## src/rtl/mb_repair_pkg.sv

```systemverilog
// Shared definitions for the mainband lane-repair controller:
// sideband message codes, functional-lane codes and the FSM state type.
package mb_repair_pkg;

   // Sideband message codes exchanged with the link partner
   localparam logic [3:0] MSG_REPAIR_REQ = 4'hA;
   localparam logic [3:0] MSG_REPAIR_RSP = 4'hB;

   // Functional-lane codes: which part of the module is usable
   localparam logic [1:0] FL_ALL  = 2'b11;
   localparam logic [1:0] FL_LO   = 2'b01;
   localparam logic [1:0] FL_HI   = 2'b10;
   localparam logic [1:0] FL_NONE = 2'b00;

   typedef enum logic [2:0] {
      ST_IDLE,
      ST_WAIT_RES,
      ST_EVAL,
      ST_SEND_REQ,
      ST_WAIT_RSP,
      ST_DONE,
      ST_ERROR
   } state_t;

endpackage

```

## src/rtl/mb_fail_scan.sv

```systemverilog
// Combinational scan of a per-lane pass/fail vector: failure counts for the
// lower and upper halves, and the lowest failing lane indices, one per spare.
module mb_fail_scan #(
   parameter int NUM_LANES = 16,
   parameter int NUM_SPARE = 2,
   localparam int LANE_IDX_W = $clog2(NUM_LANES),
   localparam int FCNT_W = LANE_IDX_W + 1
) (
   input  logic [NUM_LANES-1:0]            i_lane_result,
   output logic [FCNT_W-1:0]               o_fail_lo,
   output logic [FCNT_W-1:0]               o_fail_hi,
   output logic [NUM_SPARE-1:0]            o_slot_valid,
   output logic [NUM_SPARE*LANE_IDX_W-1:0] o_slot_idx
);

   logic [FCNT_W-1:0]               fail_lo_c;
   logic [FCNT_W-1:0]               fail_hi_c;
   logic [NUM_SPARE-1:0]            slot_valid_c;
   logic [NUM_SPARE*LANE_IDX_W-1:0] slot_idx_c;
   logic                            placed;

   // Walk lanes in ascending order; each failing lane bumps its half's count
   // and claims the first free slot, so slots end up sorted by lane index.
   always_comb begin
      fail_lo_c    = '0;
      fail_hi_c    = '0;
      slot_valid_c = '0;
      slot_idx_c   = '0;
      placed       = 1'b0;
      for (int i = 0; i < NUM_LANES; i++) begin
         if (!i_lane_result[i]) begin
            if (i < NUM_LANES / 2) begin
               fail_lo_c = fail_lo_c + FCNT_W'(1);
            end else begin
               fail_hi_c = fail_hi_c + FCNT_W'(1);
            end
            placed = 1'b0;
            for (int s = 0; s < NUM_SPARE; s++) begin
               if (!placed && !slot_valid_c[s]) begin
                  slot_valid_c[s] = 1'b1;
                  slot_idx_c[s*LANE_IDX_W +: LANE_IDX_W] = LANE_IDX_W'(i);
                  placed = 1'b1;
               end
            end
         end
      end
   end

   assign o_fail_lo    = fail_lo_c;
   assign o_fail_hi    = fail_hi_c;
   assign o_slot_valid = slot_valid_c;
   assign o_slot_idx   = slot_idx_c;

endmodule

```

## src/rtl/mb_lane_repair_ctrl.sv

```systemverilog
// Mainband lane-repair controller: captures the lane pass/fail vector,
// chooses full width, spare remap, half-width degrade or error, advertises
// the choice over the sideband and waits (bounded) for the partner response.
module mb_lane_repair_ctrl
   import mb_repair_pkg::*;
#(
   parameter int NUM_LANES = 16,
   parameter int NUM_SPARE = 2,
   parameter int TIMEOUT_CYCLES = 8000,
   localparam int LANE_IDX_W = $clog2(NUM_LANES)
) (
   input  logic                            CLK,
   input  logic                            rst_n,
   input  logic                            i_start,
   input  logic                            i_spare_en,
   input  logic                            i_result_valid,
   input  logic [NUM_LANES-1:0]            i_lane_result,
   output logic                            o_msg_valid,
   output logic [3:0]                      o_msg,
   output logic [1:0]                      o_msg_info,
   input  logic                            i_msg_ack,
   input  logic                            i_rx_msg_valid,
   input  logic [3:0]                      i_rx_msg,
   output logic [1:0]                      o_functional_lanes,
   output logic [NUM_SPARE-1:0]            o_remap_valid,
   output logic [NUM_SPARE*LANE_IDX_W-1:0] o_remap_idx,
   output logic                            o_done,
   output logic                            o_train_error
);

   localparam int FCNT_W = LANE_IDX_W + 1;
   localparam int CNT_W  = (TIMEOUT_CYCLES > 1) ? $clog2(TIMEOUT_CYCLES) : 1;
   localparam logic [CNT_W-1:0] CNT_LAST = CNT_W'(TIMEOUT_CYCLES - 1);

   state_t                          state_q, state_d;
   logic [NUM_LANES-1:0]            vec_q, vec_d;
   logic                            spare_en_q, spare_en_d;
   logic [CNT_W-1:0]                cnt_q, cnt_d;
   logic [1:0]                      fl_q, fl_d;
   logic [NUM_SPARE-1:0]            remap_valid_q, remap_valid_d;
   logic [NUM_SPARE*LANE_IDX_W-1:0] remap_idx_q, remap_idx_d;
   logic                            msg_valid_q, msg_valid_d;
   logic [3:0]                      msg_q, msg_d;
   logic [1:0]                      msg_info_q, msg_info_d;
   logic                            done_q, done_d;
   logic                            train_error_q, train_error_d;

   logic [FCNT_W-1:0]               fail_lo;
   logic [FCNT_W-1:0]               fail_hi;
   logic [FCNT_W-1:0]               fail_total;
   logic [NUM_SPARE-1:0]            scan_valid;
   logic [NUM_SPARE*LANE_IDX_W-1:0] scan_idx;
   logic [1:0]                      eval_code;
   logic [NUM_SPARE-1:0]            eval_remap_valid;
   logic [NUM_SPARE*LANE_IDX_W-1:0] eval_remap_idx;
   logic                            rsp_hit;

   mb_fail_scan #(
      .NUM_LANES (NUM_LANES),
      .NUM_SPARE (NUM_SPARE)
   ) u_scan (
      .i_lane_result (vec_q),
      .o_fail_lo     (fail_lo),
      .o_fail_hi     (fail_hi),
      .o_slot_valid  (scan_valid),
      .o_slot_idx    (scan_idx)
   );

   assign fail_total = fail_lo + fail_hi;
   assign rsp_hit    = i_rx_msg_valid && (i_rx_msg == MSG_REPAIR_RSP);

   // Repair decision from the captured vector: clean, spare remap, then the
   // surviving half, otherwise nothing usable.
   always_comb begin
      eval_code        = FL_NONE;
      eval_remap_valid = '0;
      eval_remap_idx   = '0;
      if (fail_total == '0) begin
         eval_code = FL_ALL;
      end else if (spare_en_q && (NUM_SPARE > 0) &&
                   (fail_total <= FCNT_W'(NUM_SPARE))) begin
         eval_code        = FL_ALL;
         eval_remap_valid = scan_valid;
         eval_remap_idx   = scan_idx;
      end else if (fail_hi == '0) begin
         eval_code = FL_LO;
      end else if (fail_lo == '0) begin
         eval_code = FL_HI;
      end
   end

   // Next-state, timeout counter and next values of every registered output;
   // dropping i_start from any state returns to idle with everything cleared.
   always_comb begin
      state_d       = state_q;
      vec_d         = vec_q;
      spare_en_d    = spare_en_q;
      cnt_d         = cnt_q;
      fl_d          = fl_q;
      remap_valid_d = remap_valid_q;
      remap_idx_d   = remap_idx_q;
      if (!i_start) begin
         state_d       = ST_IDLE;
         cnt_d         = '0;
         fl_d          = FL_NONE;
         remap_valid_d = '0;
         remap_idx_d   = '0;
      end else begin
         unique case (state_q)
            ST_IDLE: begin
               state_d = ST_WAIT_RES;
            end
            ST_WAIT_RES: begin
               if (i_result_valid) begin
                  vec_d      = i_lane_result;
                  spare_en_d = i_spare_en;
                  state_d    = ST_EVAL;
               end
            end
            ST_EVAL: begin
               fl_d          = eval_code;
               remap_valid_d = eval_remap_valid;
               remap_idx_d   = eval_remap_idx;
               state_d       = (eval_code == FL_NONE) ? ST_ERROR : ST_SEND_REQ;
            end
            ST_SEND_REQ: begin
               if (i_msg_ack) begin
                  state_d = ST_WAIT_RSP;
                  cnt_d   = '0;
               end
            end
            ST_WAIT_RSP: begin
               if (rsp_hit) begin
                  state_d = ST_DONE;
               end else if (cnt_q == CNT_LAST) begin
                  state_d       = ST_ERROR;
                  fl_d          = FL_NONE;
                  remap_valid_d = '0;
                  remap_idx_d   = '0;
               end else begin
                  cnt_d = cnt_q + CNT_W'(1);
               end
            end
            ST_DONE: begin
               state_d = ST_DONE;
            end
            ST_ERROR: begin
               state_d = ST_ERROR;
            end
            default: begin
               state_d = ST_IDLE;
            end
         endcase
      end
      msg_valid_d   = (state_d == ST_SEND_REQ);
      msg_d         = (state_d == ST_SEND_REQ) ? MSG_REPAIR_REQ : 4'h0;
      msg_info_d    = (state_d == ST_SEND_REQ) ? fl_d : FL_NONE;
      done_d        = (state_d == ST_DONE);
      train_error_d = (state_d == ST_ERROR);
   end

   // State and output registers with synchronous active-low reset
   always_ff @(posedge CLK) begin
      if (!rst_n) begin
         state_q       <= ST_IDLE;
         vec_q         <= '0;
         spare_en_q    <= 1'b0;
         cnt_q         <= '0;
         fl_q          <= FL_NONE;
         remap_valid_q <= '0;
         remap_idx_q   <= '0;
         msg_valid_q   <= 1'b0;
         msg_q         <= 4'h0;
         msg_info_q    <= FL_NONE;
         done_q        <= 1'b0;
         train_error_q <= 1'b0;
      end else begin
         state_q       <= state_d;
         vec_q         <= vec_d;
         spare_en_q    <= spare_en_d;
         cnt_q         <= cnt_d;
         fl_q          <= fl_d;
         remap_valid_q <= remap_valid_d;
         remap_idx_q   <= remap_idx_d;
         msg_valid_q   <= msg_valid_d;
         msg_q         <= msg_d;
         msg_info_q    <= msg_info_d;
         done_q        <= done_d;
         train_error_q <= train_error_d;
      end
   end

   assign o_msg_valid        = msg_valid_q;
   assign o_msg              = msg_q;
   assign o_msg_info         = msg_info_q;
   assign o_functional_lanes = fl_q;
   assign o_remap_valid      = remap_valid_q;
   assign o_remap_idx        = remap_idx_q;
   assign o_done             = done_q;
   assign o_train_error      = train_error_q;

endmodule
```

## config.mk

```make
export PLATFORM = sky130hd
export DESIGN_NAME = mb_lane_repair_ctrl
export DESIGN_NICKNAME = d
export VERILOG_FILES = /design/src/rtl/mb_repair_pkg.sv /design/src/rtl/mb_fail_scan.sv /design/src/rtl/mb_lane_repair_ctrl.sv
export SDC_FILE = /design/constraint.sdc
export NUM_CORES = 1
export LEC_CHECK = 0
export CAP_MARGIN = 30
export CORE_MARGIN = 2
export CORE_UTILIZATION = 49
export DETAILED_ROUTE_END_ITERATION = 10
export PLACE_DENSITY = 0.71
export SYNTH_ARGS = -nofsm -noshare
export SYNTH_HDL_FRONTEND = slang
export SYNTH_SLANG_ARGS = --single-unit
export TNS_END_PERCENT = 100
```

## constraint.sdc

```tcl
create_clock -name CLK -period 6.7 [get_ports CLK]
set_input_delay 0.67 -clock CLK [delete_from_list [all_inputs] [get_ports CLK]]
set_output_delay 0.67 -clock CLK [all_outputs]
set_load 0.005 [all_outputs]
```

Yosys cells after proc, flatten, opt, wreduce, memory -nomap -nowiden
Index checks and enable logic that the tools add are counted.

storage, ports and cells
  bits in writable memories = 0
  register bits = 54
  memories kept = 0
  bits in latches = 0
  output and inout port bits = 21
  bits in read-only memories = 0

cells by class
  equal/unequal tests = 15
  add/sub/neg operators = 16
  divide/modulo/power cells = 0
  bitwise operators = 0
  $lt $le $gt $ge = 1
  reduce and logical (&&, ||, !) cells = 59
  shift-type cells = 0
  multiply operators = 0
  mux-type cells = 154

operators with widths
  kind                                                 count
  2-to-1 mux 8 bit                                     19
  2-to-1 mux 4 bit                                     29
  2-to-1 mux 5 bit                                     14
  adder 5 x 1 -> 5 bit, second input constant          13
  2-to-1 mux 2 bit                                     27
  2-to-1 mux 1 bit                                     51
  2-to-1 mux 13 bit                                    3
  logical NOT 1 bit                                    30
  case mux 13 bit (2 select lines)                     1
  case mux 3 bit (7 select lines)                      1
  2-to-1 mux 3 bit                                     6
  logical AND 1 bit                                    17
  case mux 8 bit (2 select lines)                      1
  == test 3 bit, second input constant                 5
  logical NOT 5 bit                                    3
  adder 13 x 1 -> 13 bit, second input constant        1
  == test 13 bit, second input constant                1
  == test 3 x 2 -> 1 bit, second input constant        3
  != test 2 bit, second input constant                 4
  case mux 2 bit (2 select lines)                      2
  AND reduction 3 bit                                  2
  adder 5 bit                                          1
  <= comparator 5 x 2 -> 1 bit, second input constant  1
  == test 4 bit, second input constant                 1
  other kinds (7)                                      9

Logic depth before layout (Yosys ltp)
Gate-level depths: netlist of run 1.

  depth in word-level cells = 96
  mapped depth = 28
  gate-level depth less buffers = 28

Modules after synthesis
A second synthesis of run 1 with hierarchy kept.

unflattened totals
  cell total of the unflattened synthesis = 554
  area, all modules = 4229.1 µm²

modules (own cells, without submodules)
  module               area an instance (µm²)  times used  cells each
  mb_lane_repair_ctrl  2451.1                  1           290
  mb_fail_scan         1778.0                  1           264

Least setup slack after synthesis of run 1
Ideal clock, no wire load.

  path type = register to register
  start = reg vec_q[9]
  end = reg remap_idx_q[6] (netlist: o_remap_idx[6])
  period minus slack after synthesis = 5.642 ns
  arrival = 5.575 ns
  data required time = 6.633 ns
  stages on the path, launching flop included = 29
  slack = 1.058 ns
  path buffers = 1
  path through = dfxtp_1 -> clkinv_1 -> ha_1 -> buf_6 -> xnor2_1 -> ha_1 -> nor2b_1 -> a21o_1 -> ha_1 -> nor2_1 -> nor2_1 -> ha_1 -> and2b_1 -> a21o_1 -> ha_1 -> mux2i_1 -> o31ai_1 -> ha_1 -> and2b_1 -> xor2_1 -> ha_1 -> nor2b_1 -> o21ai_0 -> nand2b_1 -> and3_4 -> or3_4 -> a21boi_2 -> a21bo_1 -> a21oi_2

between the ends
  longest elaborated chain between the ends = 30
  elaborated cells between the ends (all ways) = 74

ends and longest elaborated chain
  element                                                                        line                        RTL
  start: declaration                                                             mb_lane_repair_ctrl.sv:36   logic [NUM_LANES-1:0] vec_q, vec_d;
  start signal: assignment                                                       mb_lane_repair_ctrl.sv:179  vec_q <= vec_d;
  parallel branches: the longest is 28 deep, another holds adder 5 x 1 -> 5 bit  n/a
  2-to-1 mux 8 bit (*)                                                           mb_lane_repair_ctrl.sv:78   if (fail_total == '0) begin
  case mux 8 bit (2 select lines) (*)                                            mb_lane_repair_ctrl.sv:109  unique case (state_q)
  end signal: assignment                                                         mb_lane_repair_ctrl.sv:184  remap_idx_q <= remap_idx_d;
  end: declaration                                                               mb_lane_repair_ctrl.sv:41   logic [NUM_SPARE*LANE_IDX_W-1:0] remap_idx_q, remap_idx_d;

Mark *: on every way between the ends. The select of a mux whose other input is x is not followed.
A chain may end at the register's enable or synchronous reset.

Worst setup path in the final report of run 1
  start = reg vec_q[9]
  end = reg msg_info_q[0] (netlist: o_msg_info[0])

between the ends
  longest elaborated chain between the ends = 24
  elaborated cells between the ends (all ways) = 29

ends and longest elaborated chain
  element                          line                        RTL
  2-to-1 mux 5 bit (*)             mb_fail_scan.sv:31          if (!i_lane_result[i]) begin
  adder 5 x 1 -> 5 bit             mb_fail_scan.sv:35          fail_hi_c = fail_hi_c + FCNT_W'(1);
  2-to-1 mux 5 bit (*)             mb_fail_scan.sv:31
  adder 5 x 1 -> 5 bit             mb_fail_scan.sv:35
  2-to-1 mux 5 bit (*)             mb_fail_scan.sv:31
  adder 5 x 1 -> 5 bit             mb_fail_scan.sv:35
  2-to-1 mux 5 bit (*)             mb_fail_scan.sv:31
  adder 5 x 1 -> 5 bit             mb_fail_scan.sv:35
  [8 not listed]                   n/a
  2-to-1 mux 2 bit                 mb_lane_repair_ctrl.sv:80   end else if (spare_en_q && (NUM_SPARE > 0) &&
  2-to-1 mux 2 bit (*)             mb_lane_repair_ctrl.sv:78
  logical NOT 2 bit                mb_lane_repair_ctrl.sv:124  state_d = (eval_code == FL_NONE) ? ST_ERROR : ST_SEND_REQ;
  2-to-1 mux 3 bit                 mb_lane_repair_ctrl.sv:124
  case mux 3 bit (7 select lines)  mb_lane_repair_ctrl.sv:109
  2-to-1 mux 3 bit                 mb_lane_repair_ctrl.sv:102  if (!i_start) begin
  == test 3 x 2 -> 1 bit           mb_lane_repair_ctrl.sv:157  msg_info_d = (state_d == ST_SEND_REQ) ? fl_d : FL_NONE;
  AND reduction 2 bit (no line)    n/a
  end signal: assignment           mb_lane_repair_ctrl.sv:187  msg_info_q <= msg_info_d;
  end: declaration                 mb_lane_repair_ctrl.sv:44   logic [1:0] msg_info_q, msg_info_d;

Every way passes the cells marked *; elsewhere a longest branch is shown, timed or not.

==> results, run 1 <==
- CTS placed an instance of sky130_fd_sc_hd__clkbuf_8 at the clock tree root.
- The worst-case clock buffer depth is 2.
- The startpoint identified for the worst register-to-register timing path is vec_q[9].
- The vertical die dimension is 104 µm.
- The number of DRC markers in iteration 0 is 346.
- The die width is 104 µm.
- The post-CTS resize count is 0.
- Subtracting the final worst setup slack from the clock period gives 6.19 ns.
- The maximum clock skew at final layout is 0.0141 ns.
- Compared with the post-synthesis result, the final layout area differs by 11.6%.
- The routed wirelength normalized by instance count is 15.7 µm.
- Across every metal layer, demand over resource in global routing totals 23.4%.
- Combinational cells account for 70.3% of the total power.
- In this run the top signal layer used is met4.
- In this run, placement finished with an instance count of 789.
- The portion of the post-synthesis area used by sequential elements is 20.5%.
- In the post-synthesis netlist, the biggest area contributors are sky130_fd_sc_hd__dfxtp_1 20%, sky130_fd_sc_hd__nand2_1 6.8%, sky130_fd_sc_hd__ha_1 5.4%.
- The final cycle utilization of the critical path is 92.4%.
- The pin count of the biggest net entering global routing is 27.
- The startpoint type of the worst setup path is a flop.
- In this run the standard cell core region covers 9730 µm².
- The worst setup path is of the flop to flop kind.
- Summing the areas of all compound-gate instances in the mapped netlist gives 25.9% of the synthesized area.
- The CTS tree is done.
- The number of nets in the final layout is 712.
- The largest single stage delay on the critical path is 0.54 ns.
- The fraction of final layout cells sized beyond drive strength 1 is 6.17%.
- The DRC violations left is 0.
- Yosys mapped a number of flops with a built-in enable equal to 0.
- The sequential group share of total power is 17.6%.
- The category of cells accounting for the largest share of critical-path delay is adder cells.
- In the synthesized netlist the dominant register cell turns out to be sky130_fd_sc_hd__dfxtp_1.
- The area fraction in and, or, nand and nor cells after synthesis is 26.9%.
- The setup fix buffers added after clock tree synthesis is 0.
- After routing, the total negative slack on setup checks comes to 0 ns.
- During synthesis, Yosys emitted a total of 0 warnings.
- Yosys instantiated no cell more often than sky130_fd_sc_hd__nand2_1.
- The initial core utilization is 50.2%.
- The count of pins on the block boundary is 48.
- The flow ran to the end, and the final reports show no timing, DRC or antenna violations.
- The max-slew headroom at the worst pin is 45.3%.
- The total length of routed wires is 12,500 µm.
- The first-pass GRT wire length is 21,200 µm.
- After detailed routing, the number of vias per cell comes to 5.93.
- The floorplan row count is 36.
- The area of the mapped netlist is 4890 µm².
- The dominant combinational cell family by area after synthesis is simple AND/OR/NAND/NOR gates.
- The congestion estimate from routability-driven global placement came to 0.918.
- The die covers 10,800 µm².
- Setup violations remaining at the end of the flow were counted as 0.
- Net switching is 45.5% of the power.
- The depth of the CTS H-tree is 2.
- Summed over all layers, the global routing overflow is 0.
- The detailed router put a total of 5610 µm of wire on met1.
- The buffer and inverter count on the worst path is 1.
- The placed wire-length estimate after detailed placement is 9270 µm.
- The met2 wire length is 5880 µm.
- The final route contains 4,724 vias.
- Setup repair after global routing left no endpoint under its margin.
- The count of nets left with antenna violations after detail routing is 0.
- The startpoint identified for the worst hold timing path is o_remap_idx[3].
- In the synthesized netlist, the number of instances is 649.
- The path class of the tightest hold or removal check is flop to flop.
- The slowest stage cell on the critical path is sky130_fd_sc_hd__ha_1.
- The analysis attributes to net switching a power of 0.853 mW.
- Summing the areas of all xor and xnor instances in the mapped netlist gives 11.9% of the synthesized area.
- Counting instances in the post-synthesis netlist gives the leading cell types as 88 x sky130_fd_sc_hd__nand2_1, 50 x sky130_fd_sc_hd__a21oi_1, 50 x sky130_fd_sc_hd__dfxtp_1, 46 x sky130_fd_sc_hd__nor2_1, 37 x sky130_fd_sc_hd__o21ai_0.
- Internal power comes to 1.02 mW.
- The synthesized design devotes to its leading area cell type 20.5% of total area.
- The fraction of registers with async set or reset after synthesis is 0%.
- The CTS buffer count is 5.
- Summed over all cells, the static leakage comes to 1.84 nW.
- The met3 routed wirelength is 801 µm.
- In this run the power density over the cells is 343 nW/µm².
- Clock-pin slew was measured on the worst setup and hold paths at 0.11 ns.
- The most area-hungry cell type in the Yosys netlist is sky130_fd_sc_hd__dfxtp_1.
- The count of state elements after synthesis is 50.
- The worst endpoint data arrival time is 6.41 ns.
- Timing would allow up to 161 MHz.
- The capturing element type of the critical path is a flop.
- The final number of max-transition violations is 0.
- The final non-filler cell total is 797.
- The count of buffers from port buffering is 45.
- The clock net sink count is 50.
- Measured against the total synthesized area, the mux share comes to 2.15%.
- The clock network fraction of total power is 12.1%.
- The adder and majority gate portion of the synthesized area is 6.20%.
- At the pin with the least slew margin, the transition time is 0.820 ns.
- The number of antenna repair diodes is 0.
- IR analysis of the VDD net gives a maximum drop of 0.265 mV.
- The maximum net fanout on the critical path is 8.
- The initial antenna violation count is 0.
- Across the run, the number of max-cap violations was 0.
- The startpoint of the worst setup timing path is vec_q[9].
- The via count of the first global-routing pass is 4,376.
- The number of hold buffers added after CTS was 0.
- The most prevalent standard cell on the critical path is sky130_fd_sc_hd__ha_1.
- The average instance in the mapped netlist occupies 7.53 µm².
- The synthesized netlist contains 91 unique library cells.
- The hold violation count in the final report is 0.
- The later pin in the worst-skew pair is clocked with a latency of 0.32 ns.
- The endpoint required time on the critical path is 6.91 ns.
- The number of iterations in the first detailed-routing pass is 5.
[per-layer routing]
| metal | global-route usage (%) | vias to the layer above |
|---|---|---|
| met5 | 0 | - |
| met4 | 7.05 | 0 |
| met3 | 3.32 | 21 |
| met2 | 39.6 | 181 |
| met1 | 30.9 | 2194 |
| li1 | - | 2328 |
[cell families after synthesis]
family / Yosys count
simple gates: 258
compound gates: 187
buf+inv: 71
flops: 50
xor+xnor: 49
fa+ha+maj: 24
mux: 9
other cells: 1
[final timing paths]
| path | to | slack (ns) | cells past startpoint |
|---|---|---|---|
| min reg2reg | o_remap_idx[3] | 0.48 | 2 |
| max reg2reg | o_msg_info[0] | 0.51 | 27 |
| min | o_remap_idx[3] | 0.48 | 2 |
| max | o_msg_info[0] | 0.51 | 27 |
[final cells by class]
| class | count | area, µm² |
|---|---|---|
| sequential | 50 | 1000 |
| clock inverter | 3 | 43.8 |
| inverter | 26 | 97.6 |
| tap | 133 | 166 |
| fill | 938 | 4270 |
| multi-input combinational | 529 | 3580 |
| clock buffer | 5 | 68.8 |
| timing repair buffer | 51 | 495 |
[layout by cell type (no fill, tap or decap), types with 7 or more instances in the layout]
cell type                         synthesis  routed
sky130_fd_sc_hd__ha_1                    21      21
sky130_fd_sc_hd__nand4_1                  8       8
sky130_fd_sc_hd__o21ai_0                 37      37
sky130_fd_sc_hd__clkdlybuf4s50_1          0      45
sky130_fd_sc_hd__a22oi_1                  7       7
sky130_fd_sc_hd__nor2b_1                 16      16
sky130_fd_sc_hd__nand2b_1                11      11
sky130_fd_sc_hd__dfxtp_1                 50      50
sky130_fd_sc_hd__xor2_1                  19      19
sky130_fd_sc_hd__nand2_1                 88      88
sky130_fd_sc_hd__nor2_1                  46      46
sky130_fd_sc_hd__inv_1                   24      24
sky130_fd_sc_hd__and2_1                  11      11
sky130_fd_sc_hd__a21oi_1                 50      50
sky130_fd_sc_hd__a211oi_1                 8       8
sky130_fd_sc_hd__xnor2_1                 19      19
sky130_fd_sc_hd__a31oi_1                 10      10
sky130_fd_sc_hd__nor3_1                  17      17
sky130_fd_sc_hd__a21boi_0                19      19
sky130_fd_sc_hd__nand3_1                 16      16
[stage by stage]
step	cell area, µm²	power (mW)	hold WS [ns]	setup WS, ns	utilization (%)
finish	5460	1.87	0.481	0.507	56.1
detailed placement	5340	1.61	0.461	0.537	54.8
global route	5460	2.03	0.516	0.0196	56.1
CTS	5450	1.85	0.486	0.505	56.0
floorplan	4890	1.40	0.448	1.06	-
global placement	5340	1.57	0.441	0.817	54.8
[power by group through the flow]
stage / Sequential, mW / Clock [mW] / Combinational, mW
after global routing: 0.333 / 0.243 / 1.46
after floorplan: 0.319 / 0 / 1.08
after detailed placement: 0.336 / 0 / 1.27
after global placement: 0.335 / 0 / 1.23
final: 0.329 / 0.227 / 1.32
after CTS: 0.329 / 0.232 / 1.29
[state kept, by name, indices dropped and copies added (netlist names), 2 cells and up]
signal	cells
o_functional_lanes	2
o_remap_valid	2
state_q	3
vec_q	16
cnt_q	13
o_remap_idx	8
o_msg_info	2
[worst reg2reg max path, stage by stage (launching register included)]
cell                       delay [ns]
sky130_fd_sc_hd__dfxtp_1         0.35
sky130_fd_sc_hd__clkinv_1        0.21
sky130_fd_sc_hd__ha_1            0.54
sky130_fd_sc_hd__xnor2_1         0.16
sky130_fd_sc_hd__ha_1            0.27
sky130_fd_sc_hd__nor2b_1         0.15
sky130_fd_sc_hd__a21o_1          0.16
sky130_fd_sc_hd__ha_1            0.31
sky130_fd_sc_hd__nor2_1          0.15
sky130_fd_sc_hd__nor2_1          0.09
sky130_fd_sc_hd__ha_1            0.28
sky130_fd_sc_hd__and2b_1         0.20
sky130_fd_sc_hd__a21o_1          0.18
sky130_fd_sc_hd__ha_1            0.28
sky130_fd_sc_hd__mux2i_1         0.13
sky130_fd_sc_hd__o31ai_1         0.14
sky130_fd_sc_hd__ha_1            0.26
sky130_fd_sc_hd__and2b_1         0.20
sky130_fd_sc_hd__xor2_1          0.15
sky130_fd_sc_hd__ha_1            0.30
sky130_fd_sc_hd__nor2b_1         0.14
sky130_fd_sc_hd__o21ai_0         0.14
sky130_fd_sc_hd__nand2b_1        0.09
sky130_fd_sc_hd__and3_4          0.15
sky130_fd_sc_hd__o21ai_0         0.39
sky130_fd_sc_hd__a21bo_2         0.29
sky130_fd_sc_hd__a31oi_2         0.13
sky130_fd_sc_hd__and4bb_1        0.23
Power figures use the tool's default switching activity.
==> inputs of run 2 (changes only) <==
--- a/config.mk
+++ b/config.mk
@@ -6,6 +6,7 @@
 export NUM_CORES = 1
 export LEC_CHECK = 0
 export CAP_MARGIN = 30
+export CORE_ASPECT_RATIO = 1.25
 export CORE_MARGIN = 2
 export CORE_UTILIZATION = 49
 export DETAILED_ROUTE_END_ITERATION = 10
==> run 2 against run 1 <==
Effect of this change: highest routed layer unchanged; fmax is 3.3% higher; non-clock buffer count rose by 1; first-iteration DRC count rose by 2.6%.
==> results, run 2 (synthesis results as in run 1) <==
- The die covers 10,800 µm².
- The congestion estimate from routability-driven global placement came to 0.965.
- The total area inside the core boundary comes to 9660 µm².
- Of the total power, the clock network draws 15.4%.
- The worst setup path is launched from a flop.
- IR analysis of the VDD net gives a maximum drop of 0.287 mV.
- The number of maximum-capacitance violations is 0.
- The clock reaches the later pin of the worst-skew pair after 0.30 ns.
- The number of setup violations in the final report is 0.
- The depth of the CTS H-tree is 2.
- Leaving out fill and tap cells, the most frequent cells in the layout are 88 x sky130_fd_sc_hd__nand2_1, 50 x sky130_fd_sc_hd__a21oi_1, 50 x sky130_fd_sc_hd__dfxtp_1, 46 x sky130_fd_sc_hd__nor2_1, 45 x sky130_fd_sc_hd__clkdlybuf4s50_1.
- In this run switching power makes up 44.7% of total power.
- The number of flip-flops in the largest register is 16.
- Dividing the detail-routed wire length by the instance count gives 16.6 µm.
- The top achievable clock speed is 167 MHz.
- Entering global routing, the biggest net connects 27 pins.
- The final number of max-transition violations is 0.
- By startpoint and endpoint, the worst setup path is classified as flop to flop.
- The internal power contribution is 1.09 mW.
- The cell area power density is 357 nW/µm².
- In the final layout, the share of cells above drive strength 1 is 6.32%.
- The clock arrives with 0.00694 ns of skew.
- The sequential group share of total power is 17.0%.
- The CTS buffer count is 5.
- The worst slack at placement is 0.806 ns.
- The run finished with clean final reports.
- The clock transition at the register clock pins on the worst setup and hold paths after CTS is 0.07 ns.
- Across all layers, the routed design uses 4,784 vias.
- The capturing element type of the critical path is a flop.
- The setup fix buffers added after clock tree synthesis is 0.
- The master cell of the clock root buffer is sky130_fd_sc_hd__clkbuf_16.
- In this design, the stage delay of the slowest critical-path cell is 0.37 ns.
- The filler cells instantiated in the layout total 913.
- The vertical die dimension is 116 µm.
- The overall track demand over capacity in global routing is 24.7%.
- The worst hold path belongs to the class flop to flop.
- The total power after layout is 1.96 mW.
- The count of buffers from port buffering is 45.
- In this run the remaining antenna-violating nets after routing total 0.
- The maximum net fanout on the critical path is 10.
- The cell leakage power is 1.87 nW.
- Dividing the detail-routed via count by the number of cells gives 6.05.
- After the first detailed-routing iteration, the DRC count stood at 355.
- In this run, post-CTS repair resized a total of 0 instances.
- The transition time at the pin with the least slew margin is 0.878 ns.
- The worst endpoint data arrival time is 6.22 ns.
- The library cell used most frequently in the layout, excluding fill and tap cells, is sky130_fd_sc_hd__nand2_1.
- Detailed placement finished with a half-perimeter wire length of 9610 µm.
- Data on the critical path is required at its endpoint by 6.93 ns.
- The hold violation count in the final report is 0.
- 48 I/O pins were placed.
- Summed over all layers, the routed wires come to 13,200 µm.
- The number of iterations in the first detailed-routing pass is 5.
- The CTS tree is done.
- On the final layout, the worst hold slack is 0.454 ns.
- The die width is 93.3 µm.
- For this run, the post-layout net count is 713.
- For the finished layout, the period the worst path requires is 5.99 ns.
- In the post-route analysis, the smallest setup slack over all paths is 0.706 ns.
- The floorplan has 40 rows.
- The longest clock path from root to sink contains 2 buffers.
- The clock net sink count is 50.
- The initial core utilization is 50.6%.
- Of the available clock period, the critical path in the final layout requires 89.5%.
- Summed over all layers, the global routing overflow is 0.
- The net switching power figure is 0.877 mW.
- The number of hold buffers added after CTS is 0.
- The largest individual stage delay along the critical path comes from the cell sky130_fd_sc_hd__or3_4.
- In this run the tightest slew margin relative to its limit is 41.3%.
- The via count of the first global-routing pass is 4,469.
- The number of antenna diodes in the final layout is 0.
- The most prevalent standard cell on the critical path is sky130_fd_sc_hd__ha_1.
- The register with the most flip-flops is vec_q.
- The power share of the combinational group is 67.6%.
- The first-pass GRT wire length is 21,500 µm.
- Setup repair after global routing left no endpoint under its margin.
- The initial antenna violation count is 0.
- After routing, the total negative slack on setup checks comes to 0 ns.
- Relative to the synthesized area, the layout overhead comes to 12.6%.
- In the routed design, unresolved DRC markers number 0.
-- run 2: changes by cell type in the layout (fill, tap and decap cells not counted), sizes merged --
cell and delta:
buf +1
-- run 2: area by class of cell --
cell class	instances	area [µm²]	area share, %
multi-input cells	529	3580	65.0
flip-flops and latches	50	1000	18.2
repair buffers	52	503	9.14
well taps	126	158	2.86
clock buffers	5	125	2.27
inverters	26	97.6	1.77
clock inverters	3	43.8	0.796
-- run 2: final timing paths --
kind | cells past startpoint | slack [ns] | end | from
max | 29 | 0.71 | o_remap_idx[7] | vec_q[8]
min | 2 | 0.45 | o_remap_idx[5] | o_remap_idx[5]
max reg2reg | 29 | 0.71 | o_remap_idx[7] | vec_q[8]
min reg2reg | 2 | 0.45 | o_remap_idx[5] | o_remap_idx[5]
-- run 2: critical path, delay by kind of cell, from the launching register on --
kind | cells | cell delay, ns
adder cells (fa/ha/maj) | 7 | 1.99
AND/OR/NAND/NOR | 10 | 1.63
AO/OA/AOI/OAI | 8 | 1.34
multiplexers | 1 | 0.14
flip-flops | 1 | 0.31
buffers and inverters | 2 | 0.35
XOR/XNOR | 1 | 0.15
-- run 2: power by group through the flow --
stage,sequential (mW),clock (mW),combinational [mW]
final,0.333,0.303,1.33
after floorplan,0.319,0,1.08
after global routing,0.335,0.319,1.46
after detailed placement,0.339,0,1.28
after global placement,0.338,0,1.23
after CTS,0.332,0.306,1.31
-- run 2: per-stage QoR --
step | util, % | instances | cell area [µm²]
floorplan | - | 650 | 4890
CTS | 57.0 | 791 | 5500
global placement | 55.2 | 783 | 5340
global route | 57.0 | 791 | 5500
finish | 57.0 | 791 | 5500
detailed placement | 55.2 | 783 | 5340
-- run 2: routing by layer --
metal  track usage, %  up-vias  routed length [µm]
met1             30.7     2238                5610
met4             9.41        0                 368
met3             3.71       31                 706
met2             43.2      172                6470
met5                0        -                   0
li1                 -     2343                   -
==> inputs of run 3 (changes only) <==
--- a/config.mk
+++ b/config.mk
@@ -11,6 +11,7 @@
 export CORE_UTILIZATION = 49
 export DETAILED_ROUTE_END_ITERATION = 10
 export PLACE_DENSITY = 0.71
+export RECOVER_POWER = 25
 export SYNTH_ARGS = -nofsm -noshare
 export SYNTH_HDL_FRONTEND = slang
 export SYNTH_SLANG_ARGS = --single-unit
==> run 3 against run 2 <==
Effect of this change: non-clock buffer count stayed put; final cell count is the same; flip-flop and latch count did not move; worst setup slack gained 0.011 ns; combinational power barely moved; cell area stayed put; sequential share of layout area is the same; largest cell class unchanged; highest routed layer unchanged.
==> results, run 3 (synthesis results as in run 1) <==
- The flow ran to the end, and the final reports show no timing, DRC or antenna violations.
- For this configuration, the core starts out at a cell density of 50.6%.
- The synthesis-to-layout area growth is 12.6%.
- In this run the worst hold path is classified as flop to flop.
- The total length of routed wires is 13,100 µm.
- The area inside the core boundary is 9660 µm².
- The via count of the routed design is 4,768.
- The number of antenna diodes in the final layout is 0.
- In this run the register-to-register setup slack is 0.72 ns.
- The count of buffers from port buffering is 45.
- Leaving out fill and tap cells, the most frequent cell in the layout is sky130_fd_sc_hd__nand2_1.
- The congestion estimate from routability-driven global placement came to 0.965.
- The cell area power density is 357 nW/µm².
- In this run the tightest slew margin relative to its limit is 41.4%.
- The startpoint type of the worst setup path is a flop.
- Counting both buffers and inverters, the worst setup path holds a total of 2.
- The vertical die dimension is 116 µm.
- In this run the worst path has a maximum fanout of 10.
- By startpoint and endpoint, the worst setup path is classified as flop to flop.
- The count of pins on the block boundary is 48.
- Setup repair after global routing left no endpoint under its margin.
- The met2 wire length is 6450 µm.
- The wire-length estimate of the detail-placed layout is 9610 µm.
- In this design, the stage delay of the slowest critical-path cell is 0.46 ns.
- After detailed routing, the number of vias per cell comes to 6.03.
- The most prevalent standard cell on the critical path is sky130_fd_sc_hd__ha_1.
- The first-pass GRT wire length is 21,500 µm.
- The CTS buffer count is 5.
- The hold violation count in the final report was 0.
- Hold repair after CTS inserted 0 buffers.
- In this run the deepest clock path goes through 2 buffers.
- The largest vdd supply drop is 0.287 mV.
- Setup violations remaining at the end of the flow were counted as 0.
- The clock net sink count is 50.
- The number of setup buffers added after CTS is 0.
- The slowest stage cell on the critical path is sky130_fd_sc_hd__ha_1.
- The number of flip-flops in the largest register is 16.
- The via count of the first global-routing pass came to 4,469.
- Clock-pin slew was measured on the worst setup and hold paths at 0.07 ns.
- The total negative setup slack is 0 ns.
- The CTS tree is done.
- The detailed router finished its first iteration with 356 violations.
- The floorplan row count is 40.
- The depth of the CTS H-tree is 2.
- The detailed router put a total of 5580 µm of wire on met1.
- The fraction of final layout cells sized beyond drive strength 1 is 6.32%.
- For the worst setup path, the data required time is 6.93 ns.
- Gates resized during post-CTS repair numbered 0.
- The minimum clock period after layout is 5.98 ns.
- The die covers 10,800 µm².
- For this design the static power due to leakage is 1.94 nW.
- The capturing element type of the critical path is a flop.
- For the worst-skew pair, the clock arrives at the later sink with an insertion delay of 0.30 ns.
- The register with the most flip-flops is vec_q.
- The master cell of the clock root buffer is sky130_fd_sc_hd__clkbuf_16.
- Entering global routing, the biggest net connects 27 pins.
- Across every metal layer, demand over resource in global routing totals 24.7%.
- The final number of max-transition violations is 0.
- Counting the fill cells in the layout gives 913.
- On the critical path the largest part of the delay comes from adder cells.
- The number of nets in the final layout is 713.
- In the layout the commonest cells are 88 x sky130_fd_sc_hd__nand2_1, 50 x sky130_fd_sc_hd__a21oi_1, 50 x sky130_fd_sc_hd__dfxtp_1, 46 x sky130_fd_sc_hd__nor2_1, 37 x sky130_fd_sc_hd__o21ai_0.
- The highest routing layer actually used is met4.
- The initial antenna violation count is 0.
- Cells fill 57.0% of the core in the end.
- The number of maximum-capacitance violations is 0.
- The routed design uses 721 µm of met3 wire.
- Data on the critical path arrives at its endpoint at 6.21 ns.
- The count of nets left with antenna violations once routing finished came out at 0.
- The routed wirelength normalized by instance count is 16.6 µm.
- The top achievable clock speed is 167 MHz.
- The DRC violations left is 0.
- The clock arrives with 0.00698 ns of skew.
- The first detailed-routing pass took 5 iterations.
- The transition time at the pin with the least slew margin is 0.877 ns.
- The final cycle utilization of the critical path is 89.3%.
- The total global routing overflow is 0.
- The die width is 93.3 µm.
==> run 3: metal layers <==
layer | vias up | global-route usage, %
met4 | 0 | 9.41
met5 | - | 0
li1 | 2340 | -
met1 | 2220 | 30.7
met3 | 33 | 3.71
met2 | 175 | 43.2
==> run 3: cell type report <==
class | count | area, µm² | share of cell area (%)
clock buffer | 5 | 125 | 2.27
multi-input combinational | 529 | 3580 | 65.0
inverter | 26 | 97.6 | 1.77
timing repair buffer | 52 | 503 | 9.14
tap | 126 | 158 | 2.86
sequential | 50 | 1000 | 18.2
clock inverter | 3 | 43.8 | 0.796
==> run 3: metrics by stage <==
stage	hold WS, ns	cells	power, mW	area [µm²]	setup WS [ns]
2_1_floorplan	0.448	650	1.40	4890	1.06
3_3_place_gp	0.439	783	1.57	5340	0.942
3_5_place_dp	0.447	783	1.62	5340	0.806
4_1_cts	0.456	791	1.94	5500	0.757
5_1_grt	0.476	791	2.12	5500	0.231
6_report	0.451	791	1.96	5500	0.717
==> run 3: power by group <==
| group | switching [mW] | internal, mW | total, mW |
|---|---|---|---|
| Clock | 0.126 | 0.177 | 0.303 |
| Combinational | 0.726 | 0.602 | 1.33 |
| Sequential | 0.0259 | 0.307 | 0.333 |
==> run 3: path summary, 6_finish.rpt <==
check | startpoint | to | cells after the start
setup / recovery | vec_q[9] | o_remap_idx[7] | 28
hold / removal | o_remap_idx[5] | o_remap_idx[5] | 2
setup reg to reg | vec_q[9] | o_remap_idx[7] | 28
hold reg to reg | o_remap_idx[5] | o_remap_idx[5] | 2
==> run 3: worst reg2reg max path: cells and delay by family (launching register included) <==
family,cells,cell delay [ns]
fa+ha+maj,7,2.14
flops,1,0.35
mux,1,0.14
xor+xnor,2,0.32
simple gates,9,1.55
buf+inv,2,0.31
compound gates,7,1.10
